File: src/rtl/uart_pkg.sv
// uart_pkg: shared types and constants for the UART transmitter.
//   state_e      : transmitter FSM states (PARITY only exists when
//                  UART_TX_PARITY_EN is defined)
//   LINE_IDLE    : level of the serial line when nothing is being sent
//   START_BIT    : level of the start bit
//   PARITY_BITS  : 1 when the parity bit is built in, else 0
//   frame_cycles : clock cycles from START entry to IDLE entry
// Optional feature macro: UART_TX_PARITY_EN (even parity bit after DATA).
package uart_pkg;

  typedef enum logic [2:0] {
    ST_IDLE   = 3'd0,
    ST_START  = 3'd1,
    ST_DATA   = 3'd2,
`ifdef UART_TX_PARITY_EN
    ST_PARITY = 3'd3,
`endif
    ST_STOP   = 3'd4
  } state_e;

  localparam logic LINE_IDLE = 1'b1;
  localparam logic START_BIT = 1'b0;

`ifdef UART_TX_PARITY_EN
  localparam int PARITY_BITS = 1;
`else
  localparam int PARITY_BITS = 0;
`endif

  function automatic int frame_cycles(int clk_div, int word_size, int stop_bits);
    return (1 + word_size + PARITY_BITS + stop_bits) * clk_div;
  endfunction

endpackage

File: src/rtl/uart_baud_tick.sv
// uart_baud_tick: bit-period timer.
//   clk_i        : clock, rising edge
//   rst_n_i      : async active-low reset
//   sync_clear_i : hold the count at zero (restart the bit period)
//   tick_o       : one-cycle pulse in the last cycle of every p_clk_div
//                  cycle bit period
module uart_baud_tick #(
  parameter int p_clk_div = 16
) (
  input  logic clk_i,
  input  logic rst_n_i,
  input  logic sync_clear_i,
  output logic tick_o
);

  logic [15:0] cnt_q, cnt_d;

  always_comb begin
    tick_o = (cnt_q == 16'(p_clk_div - 1));
    cnt_d  = tick_o ? '0 : cnt_q + 16'd1;
    if (sync_clear_i) cnt_d = '0;
  end

  always_ff @(posedge clk_i or negedge rst_n_i) begin
    if (!rst_n_i) cnt_q <= '0;
    else          cnt_q <= cnt_d;
  end

endmodule

File: src/rtl/uart_tx.sv
// uart_tx: FIFO-fed UART transmitter, LSB first, 1 or 2 stop bits.
//   clk_i        : clock, rising edge
//   rst_n_i      : async active-low reset
//   fifo_data_i  : head word of the upstream FIFO
//   fifo_valid_i : upstream FIFO not empty
//   fifo_read_o  : one-cycle pop strobe (only in IDLE)
//   tx_o         : serial line, idle high, registered
//   busy_o       : high whenever a frame is in progress
// Optional feature macro: UART_TX_PARITY_EN inserts an even-parity bit
// between the last data bit and the stop bits.
module uart_tx
  import uart_pkg::*;
#(
  parameter int p_clk_div   = 16,
  parameter int p_word_size = 7,
  parameter int p_stop_bits = 1
) (
  input  logic                   clk_i,
  input  logic                   rst_n_i,
  input  logic [p_word_size-1:0] fifo_data_i,
  input  logic                   fifo_valid_i,
  output logic                   fifo_read_o,
  output logic                   tx_o,
  output logic                   busy_o
);

  localparam int IDX_W = 3;

  state_e                 state_q, state_d;
  logic [p_word_size-1:0] shift_q, shift_d;
  logic [IDX_W-1:0]       idx_q, idx_d;
  logic                   tx_q, tx_d;
  logic                   tick, pop;
`ifdef UART_TX_PARITY_EN
  logic                   par_q, par_d;
`endif

  // Timer is held cleared in IDLE so START always gets a full period.
  uart_baud_tick #(.p_clk_div(p_clk_div)) u_baud (
    .clk_i        (clk_i),
    .rst_n_i      (rst_n_i),
    .sync_clear_i (state_q == ST_IDLE),
    .tick_o       (tick)
  );

  // tx_d is computed for the state being entered, so the registered line
  // already carries the new bit in the first cycle of that state.
  always_comb begin
    state_d = state_q;
    shift_d = shift_q;
    idx_d   = idx_q;
    tx_d    = tx_q;
    pop     = 1'b0;
`ifdef UART_TX_PARITY_EN
    par_d   = par_q;
`endif
    case (state_q)
      ST_IDLE: begin
        tx_d = LINE_IDLE;
        if (fifo_valid_i) begin
          pop     = 1'b1;
          shift_d = fifo_data_i;
`ifdef UART_TX_PARITY_EN
          par_d   = ^fifo_data_i;
`endif
          state_d = ST_START;
          tx_d    = START_BIT;
        end
      end
      ST_START: if (tick) begin
        state_d = ST_DATA;
        idx_d   = '0;
        tx_d    = shift_q[0];
      end
      ST_DATA: if (tick) begin
        if (idx_q == IDX_W'(p_word_size - 1)) begin
          idx_d = '0;
`ifdef UART_TX_PARITY_EN
          state_d = ST_PARITY;
          tx_d    = par_q;
`else
          state_d = ST_STOP;
          tx_d    = LINE_IDLE;
`endif
        end else begin
          idx_d   = idx_q + 1'b1;
          shift_d = shift_q >> 1;
          tx_d    = shift_q[1];
        end
      end
`ifdef UART_TX_PARITY_EN
      ST_PARITY: if (tick) begin
        state_d = ST_STOP;
        idx_d   = '0;
        tx_d    = LINE_IDLE;
      end
`endif
      ST_STOP: if (tick) begin
        tx_d = LINE_IDLE;
        if (idx_q == IDX_W'(p_stop_bits - 1)) begin
          state_d = ST_IDLE;
          idx_d   = '0;
        end else begin
          idx_d = idx_q + 1'b1;
        end
      end
      default: begin
        state_d = ST_IDLE;
        tx_d    = LINE_IDLE;
      end
    endcase
  end

  always_ff @(posedge clk_i or negedge rst_n_i) begin
    if (!rst_n_i) begin
      state_q <= ST_IDLE;
      shift_q <= '0;
      idx_q   <= '0;
      tx_q    <= LINE_IDLE;
`ifdef UART_TX_PARITY_EN
      par_q   <= 1'b0;
`endif
    end else begin
      state_q <= state_d;
      shift_q <= shift_d;
      idx_q   <= idx_d;
      tx_q    <= tx_d;
`ifdef UART_TX_PARITY_EN
      par_q   <= par_d;
`endif
    end
  end

  // Gate with reset so the strobe drops the moment reset asserts.
  assign fifo_read_o = pop & rst_n_i;
  assign tx_o        = tx_q;
  assign busy_o      = (state_q != ST_IDLE);

endmodule

File: config.mk
export PLATFORM = sky130hd
export DESIGN_NAME = uart_tx
export DESIGN_NICKNAME = d
export VERILOG_FILES = /design/src/rtl/uart_pkg.sv /design/src/rtl/uart_baud_tick.sv /design/src/rtl/uart_tx.sv
export SDC_FILE = /design/constraint.sdc
export NUM_CORES = 1
export LEC_CHECK = 0
export BUFFER_PORTS_ARGS = -buffer_cell sky130_fd_sc_hd__buf_2
export CAP_MARGIN = 0
export CORE_AREA = 2 2 56 58
export DETAILED_ROUTE_END_ITERATION = 10
export DIE_AREA = 0 0 58 60
export PLACE_DENSITY_LB_ADDON = 0.08
export SYNTH_ARGS = -nofsm -noshare
export SYNTH_HDL_FRONTEND = slang
export SYNTH_SLANG_ARGS = --single-unit
File: constraint.sdc
create_clock -name clk_i -period 2.6 [get_ports clk_i]
set_input_delay 0.52 -clock clk_i [delete_from_list [all_inputs] [get_ports clk_i]]
set_output_delay 0.52 -clock clk_i [all_outputs]
set_load 0.01 [all_outputs]
* Yosys cells after proc, flatten, opt, wreduce, memory -nomap -nowiden
Index checks and enable logic that the tools add are counted.
** Operators by class
- Add/subtract/negate cells :: 2
- Equal/unequal tests :: 12
- Multiplexer cells :: 27
- Bitwise gates (word level) :: 1
- Reductions and logical operators :: 9
** Operators with widths (count)
- 3-bit two-way mux :: 11
- 16-bit two-way mux :: 2
- 7-bit two-way mux :: 3
- 16-bit by 1-bit adder with 16-bit output, second input constant :: 1
- 16-bit by 4-bit == test with 1-bit output, second input constant :: 1
- 2-bit != test, second input constant :: 7
- 7-bit one-hot mux with 2 select lines :: 1
- 3-bit one-hot mux with 4 select lines :: 1
- 3-bit one-hot mux with 3 select lines :: 1
- 4-bit AND reduction :: 2
- 1-bit two-way mux :: 7
- 3-bit == test, second input constant :: 2
- 3-bit zero test :: 2
- 6-bit AND reduction :: 1
- 3-bit nonzero test :: 2
- 1-bit one-hot mux with 4 select lines :: 1
- 3-bit by 1-bit adder with 3-bit output, second input constant :: 1
- 3-bit by 1-bit == test with 1-bit output, second input constant :: 1
- 3-bit by 2-bit == test with 1-bit output, second input constant :: 1
- 3-bit AND reduction :: 1
- 2-bit nonzero test :: 1
- 1-bit bitwise AND :: 1
** Word-level totals
- Register bits :: 30
- Input port bits :: 10
- Output and inout port bits :: 3
- Word-level logic and storage cells :: 56

* Longest topological paths before layout
- Depth after elaboration :: 4
- Mapped depth :: 7
- Depth with buffers taken out :: 6

* Cells and area by module
Synthesis repeated with hierarchy kept, for this count alone.
** Unflattened totals
- Cells, all modules :: 160
- Area total of the unflattened synthesis :: 1626.6 um^2
** Modules (own cells, without submodules)
- uart_tx :: times used 1, cells each 80, area an instance 834.6 um^2, seq. area each 351.6 um^2
- uart_baud_tick :: times used 1, cells each 80, area an instance 792.0 um^2, seq. area each 400.4 um^2

* Least setup slack after synthesis
Ideal clock, no wire load.
- Path kind :: reg2reg
- From :: register u_baud.cnt_q[0]
- To :: register shift_q[0]
- Library setup time :: 0.125 ns
- Data arrival time :: 1.654 ns
- Required time :: 2.475 ns
- Setup slack :: 0.821 ns
- Cell stages (with the launch flop) :: 7
- Path buffers :: 1
- Cells stage by stage :: dfrtp_1 > ha_1 > and3_1 > clkbuf_1 > nand4_2 > o21ai_4 > mux2_2
** On the way
- Word-level cells in the longest chain between the ends :: 3
** Ends and longest elaborated chain
- from (decl) :: RTL line uart_baud_tick.sv:16 : logic [15:0] cnt_q, cnt_d;
- from (signal assigned) :: RTL line uart_baud_tick.sv:26 : else cnt_q <= cnt_d;
- 16-bit by 4-bit == test with 1-bit output :: RTL line uart_baud_tick.sv:19 : tick_o = (cnt_q == 16'(p_clk_div - 1));
- 2-bit != test (no line)
- 4-bit AND reduction (no line)
- to (signal assigned) :: RTL line uart_tx.sv:125 : shift_q <= shift_d;
- to (decl) :: RTL line uart_tx.sv:30 : logic [p_word_size-1:0] shift_q, shift_d;
Every way passes these cells.
A chain may end at the register's enable or synchronous reset.

* Worst setup path after layout
- From :: register state_q[0]
- To :: output fifo_read_o
** On the way
- Word-level cells in the longest chain between the ends :: 3
** Ends and longest elaborated chain
- from (decl) :: RTL line uart_tx.sv:29 : state_e state_q, state_d;
- from (signal assigned) :: RTL line uart_tx.sv:124 : state_q <= state_d;
- 3-bit zero test :: RTL line uart_tx.sv:57 : case (state_q)
- 1-bit two-way mux :: RTL line uart_tx.sv:57
- 1-bit bitwise AND :: RTL line uart_tx.sv:135 : assign fifo_read_o = pop & rst_n_i;
- to (decl) :: RTL line uart_tx.sv:22 : output logic fifo_read_o,
Every way passes these cells.

==> summary.md <==
| Metric | Value |
|---|---|
| Port Buffers | 12 |
| H-tree depth | 2 |
| Grt total ovfl | 0 |
| Placeable core area | 2900 um^2 |
| Cell at the root of the clock tree | clkbuf_4 |
| Die Ht | 60 um |
| WP buf/inv | 1 |
| Adder-Cell Fraction of Synth Area | 3.01% |
| Met2 WL | 1.41 mm |
| Initial Util | 57.2% |
| Leak pwr | 0.846 nW |
| Tot GR Track Use | 20.2% |
| Worst path arrival time | 1.63 ns |
| Die ar. | 3480 um^2 |
| Crit path largest cell delay | 0.53 ns |
| Vias in the first global route | 1131 |
| Post-Route Setup TNS | 0 ns |
| Setup Skew | 0.00640 ns |
| Max_cap viols | 0 |
| Max Clk Rate | 465 MHz |
| HPWL Detailed | 2.17 mm |
| CP Capture Type | output pin |
| Synth warnings | 0 |
| Setup violators final | 0 |
| Sink Count | 30 |
| Post-Route M1 WL | 1.40 mm |
| Max FO, Critical Path | 13 |
| P&R area growth vs syn | 8.36% |
| Syn_nets | 176 |
| CTS tree | yes |
| Diode count | 0 |
| DRT iter0 DRCs | 23 |
| Row cnt | 20 |
| Peak supply drop | 0.421 mV |
| Residual DRC | 0 |
| Post-CTS sizing | 0 |
| Inserted Clock Buffers | 5 |
| Least-Margin Pin Slew | 0.568 ns |
| Multiplexer share of the synthesized area | 8.13% |
| Slew Viols, Final | 0 |
| Filler cells | 258 |
| Clock Latency Late Sink | 0.33 ns |
| Synthesized area | 1660 um^2 |
| CP Class | flop to output pin |
| WL/cell | 14.2 um |
| Number of synthesized flops with an enable pin | 0 |
| Hold Path Class | input pin to asynchronous set/reset pin |
| Seq/Total Area, Yosys | 45.3% |
| IO Pins | 13 |
| Setup bufs post-CTS | 0 |
| Outcome | finished clean |
| Synth Register Bits | 30 |
| Worst-path clk slew | 0.10 ns |
| Post-synthesis xor/xnor area fraction | 5.27% |
| Max-slew headroom | 62.0% |
| Cell family with most CP delay | simple AND/OR/NAND/NOR gates |
| Detailed-route vias per instance | 5.88 |
| Final-report hold violation count | 0 |
| RSZ-0062 raised after global routing | no |
| Cells after Synth | 162 |
| Drt pass-1 iters | 4 |
| Largest net degree at the start of global routing | 31 |
| Final min period | 2.15 ns |
| Vias | 1223 |
| Critical path's slowest cell | dfrtp_1 |
| DR WL met3 | 101 um |
| CTS Hold Buffers Added | 0 |
| First-pass GRT wire length | 5.25 mm |
| Synth Flop Type | dfrtp_1 |
| Power Density | 482 nW/um^2 |
| Synth Area in Compound Gates | 11.3% |
| ANT nets after route | 0 |
| Fraction of layout cells with a size suffix above 1 | 22.3% |
| Crit path cell chain | nor3_1, and3_1, buf_2 |
| Total power | 0.868 mW |
| Die W | 58 um |
| Clk buf depth | 2 |
| Final WL | 2.95 mm |
| Worst EP required | 2.08 ns |
| Final worst path period share | 82.7% |
| Initial antenna violation count | 0 |
| Synth Area in Simple Gates | 22.6% |
| Net count of the finished layout | 188 |
| Async SR Flop Fraction | 100% |
| Main combinational cell family by area after synthesis | simple AND/OR/NAND/NOR gates |
| Crit path launch type | flop |
| Mean Syn Cell Area | 10.3 um^2 |
| Routability Congestion | 0.764 |
| Top Layer Used | met4 |
| Netlist cell types | 42 |
-- power breakdown --
part | internal (mW) | switching (mW)
Sequential | 0.471 | 0.00200
Clock | 0.199 | 0.170
Combinational | 0.0120 | 0.0142
Total | 0.682 | 0.187
-- cell usage in the layout (no fill, tap or decap), types with 2 or more instances in the layout --
cell	count
nor2b_1	3
clkbuf_4	5
o21ai_0	8
or3_1	5
dfrtp_1	29
mux2_2	12
nand4_1	5
a21oi_1	10
nand2_1	7
ha_1	4
nor4_1	2
nand2b_1	3
clkinv_2	2
and3_1	6
xnor2_1	4
inv_1	7
and2_1	2
and4_1	3
nor2_1	13
nand3_1	5
buf_2	12
xor2_1	6
-- through the flow --
step | utilization [%] | cell area (um^2) | cells | setup WS, ns | hold slack (ns)
after floorplan | - | 1660 | 162 | 0.821 | 0.224
final | 62.0 | 1800 | 208 | 0.450 | 0.220
after global placement | 59.4 | 1720 | 200 | 0.662 | 0.438
after detailed placement | 59.4 | 1720 | 200 | 0.575 | 0.447
after global routing | 62.0 | 1800 | 208 | 0.359 | 0.251
after CTS | 62.0 | 1800 | 208 | 0.424 | 0.241
-- routing by layer --
| metal | vias to the layer above | GRT usage, % |
|---|---|---|
| met5 | - | 0 |
| met4 | 0 | 8.97 |
| met2 | 16 | 31.3 |
| met1 | 602 | 27.1 |
| met3 | 5 | 4.55 |
| li1 | 600 | - |
-- logic make-up (layout without fill, tap and decap cells) --
group	count (synthesis)	in the layout
multiplexers	12	12
AND/OR/NAND/NOR	62	62
adder cells (fa/ha/maj)	4	4
buffers and inverters	15	28
flip-flops	30	30
AO/OA/AOI/OAI	29	29
XOR/XNOR	10	10
-- state kept, by name, indices dropped and copies added, names as in the netlist --
| register | flops |
|---|---|
| idx_q | 3 |
| shift_q | 7 |
| state_q | 3 |
| tx_o | 1 |
| u_baud.cnt_q | 16 |
-- cell usage after synthesis (2+ instances only) --
master / number / area [um^2]
a21oi_1: 10 / 50.1
and2_1: 2 / 12.5
and3_1: 6 / 37.5
and4_1: 3 / 26.3
buf_2: 2 / 10.0
buf_6: 2 / 22.5
clkbuf_1: 4 / 15.0
dfrtp_1: 29 / 726
ha_1: 4 / 50.1
inv_1: 7 / 26.3
mux2_2: 12 / 135
nand2_1: 7 / 26.3
nand2b_1: 3 / 18.8
nand3_1: 5 / 25.0
nand4_1: 5 / 31.3
nor2_1: 13 / 48.8
nor2b_1: 3 / 18.8
nor4_1: 2 / 12.5
o21ai_0: 8 / 40.0
or3_1: 5 / 31.3
xnor2_1: 4 / 35.0
xor2_1: 6 / 52.6
-- final cells by class --
type / instances / area (um^2) / area share (%)
multi-input cells: 117 / 836 / 46.4
flip-flops and latches: 30 / 752 / 41.8
well taps: 33 / 41.3 / 2.29
inverters: 7 / 26.3 / 1.46
clock inverters: 3 / 40.0 / 2.22
repair buffers: 13 / 67.6 / 3.75
clock buffers: 5 / 37.5 / 2.08
-- path summary, 6_finish.rpt --
kind,slack (ns),start,depth (start not counted),end
max,0.45,state_q[0],3,fifo_read_o
min,0.22,rst_n_i,2,u_baud.cnt_q[15]
max reg2reg,0.59,state_q[0],4,shift_q[3]
min reg2reg,0.46,u_baud.cnt_q[0],1,u_baud.cnt_q[0]
max in group asynchronous,2.07,rst_n_i,2,tx_o
min in group clk_i,0.45,fifo_data_i[6],3,shift_q[6]
(Power assumes the default switching activity.)
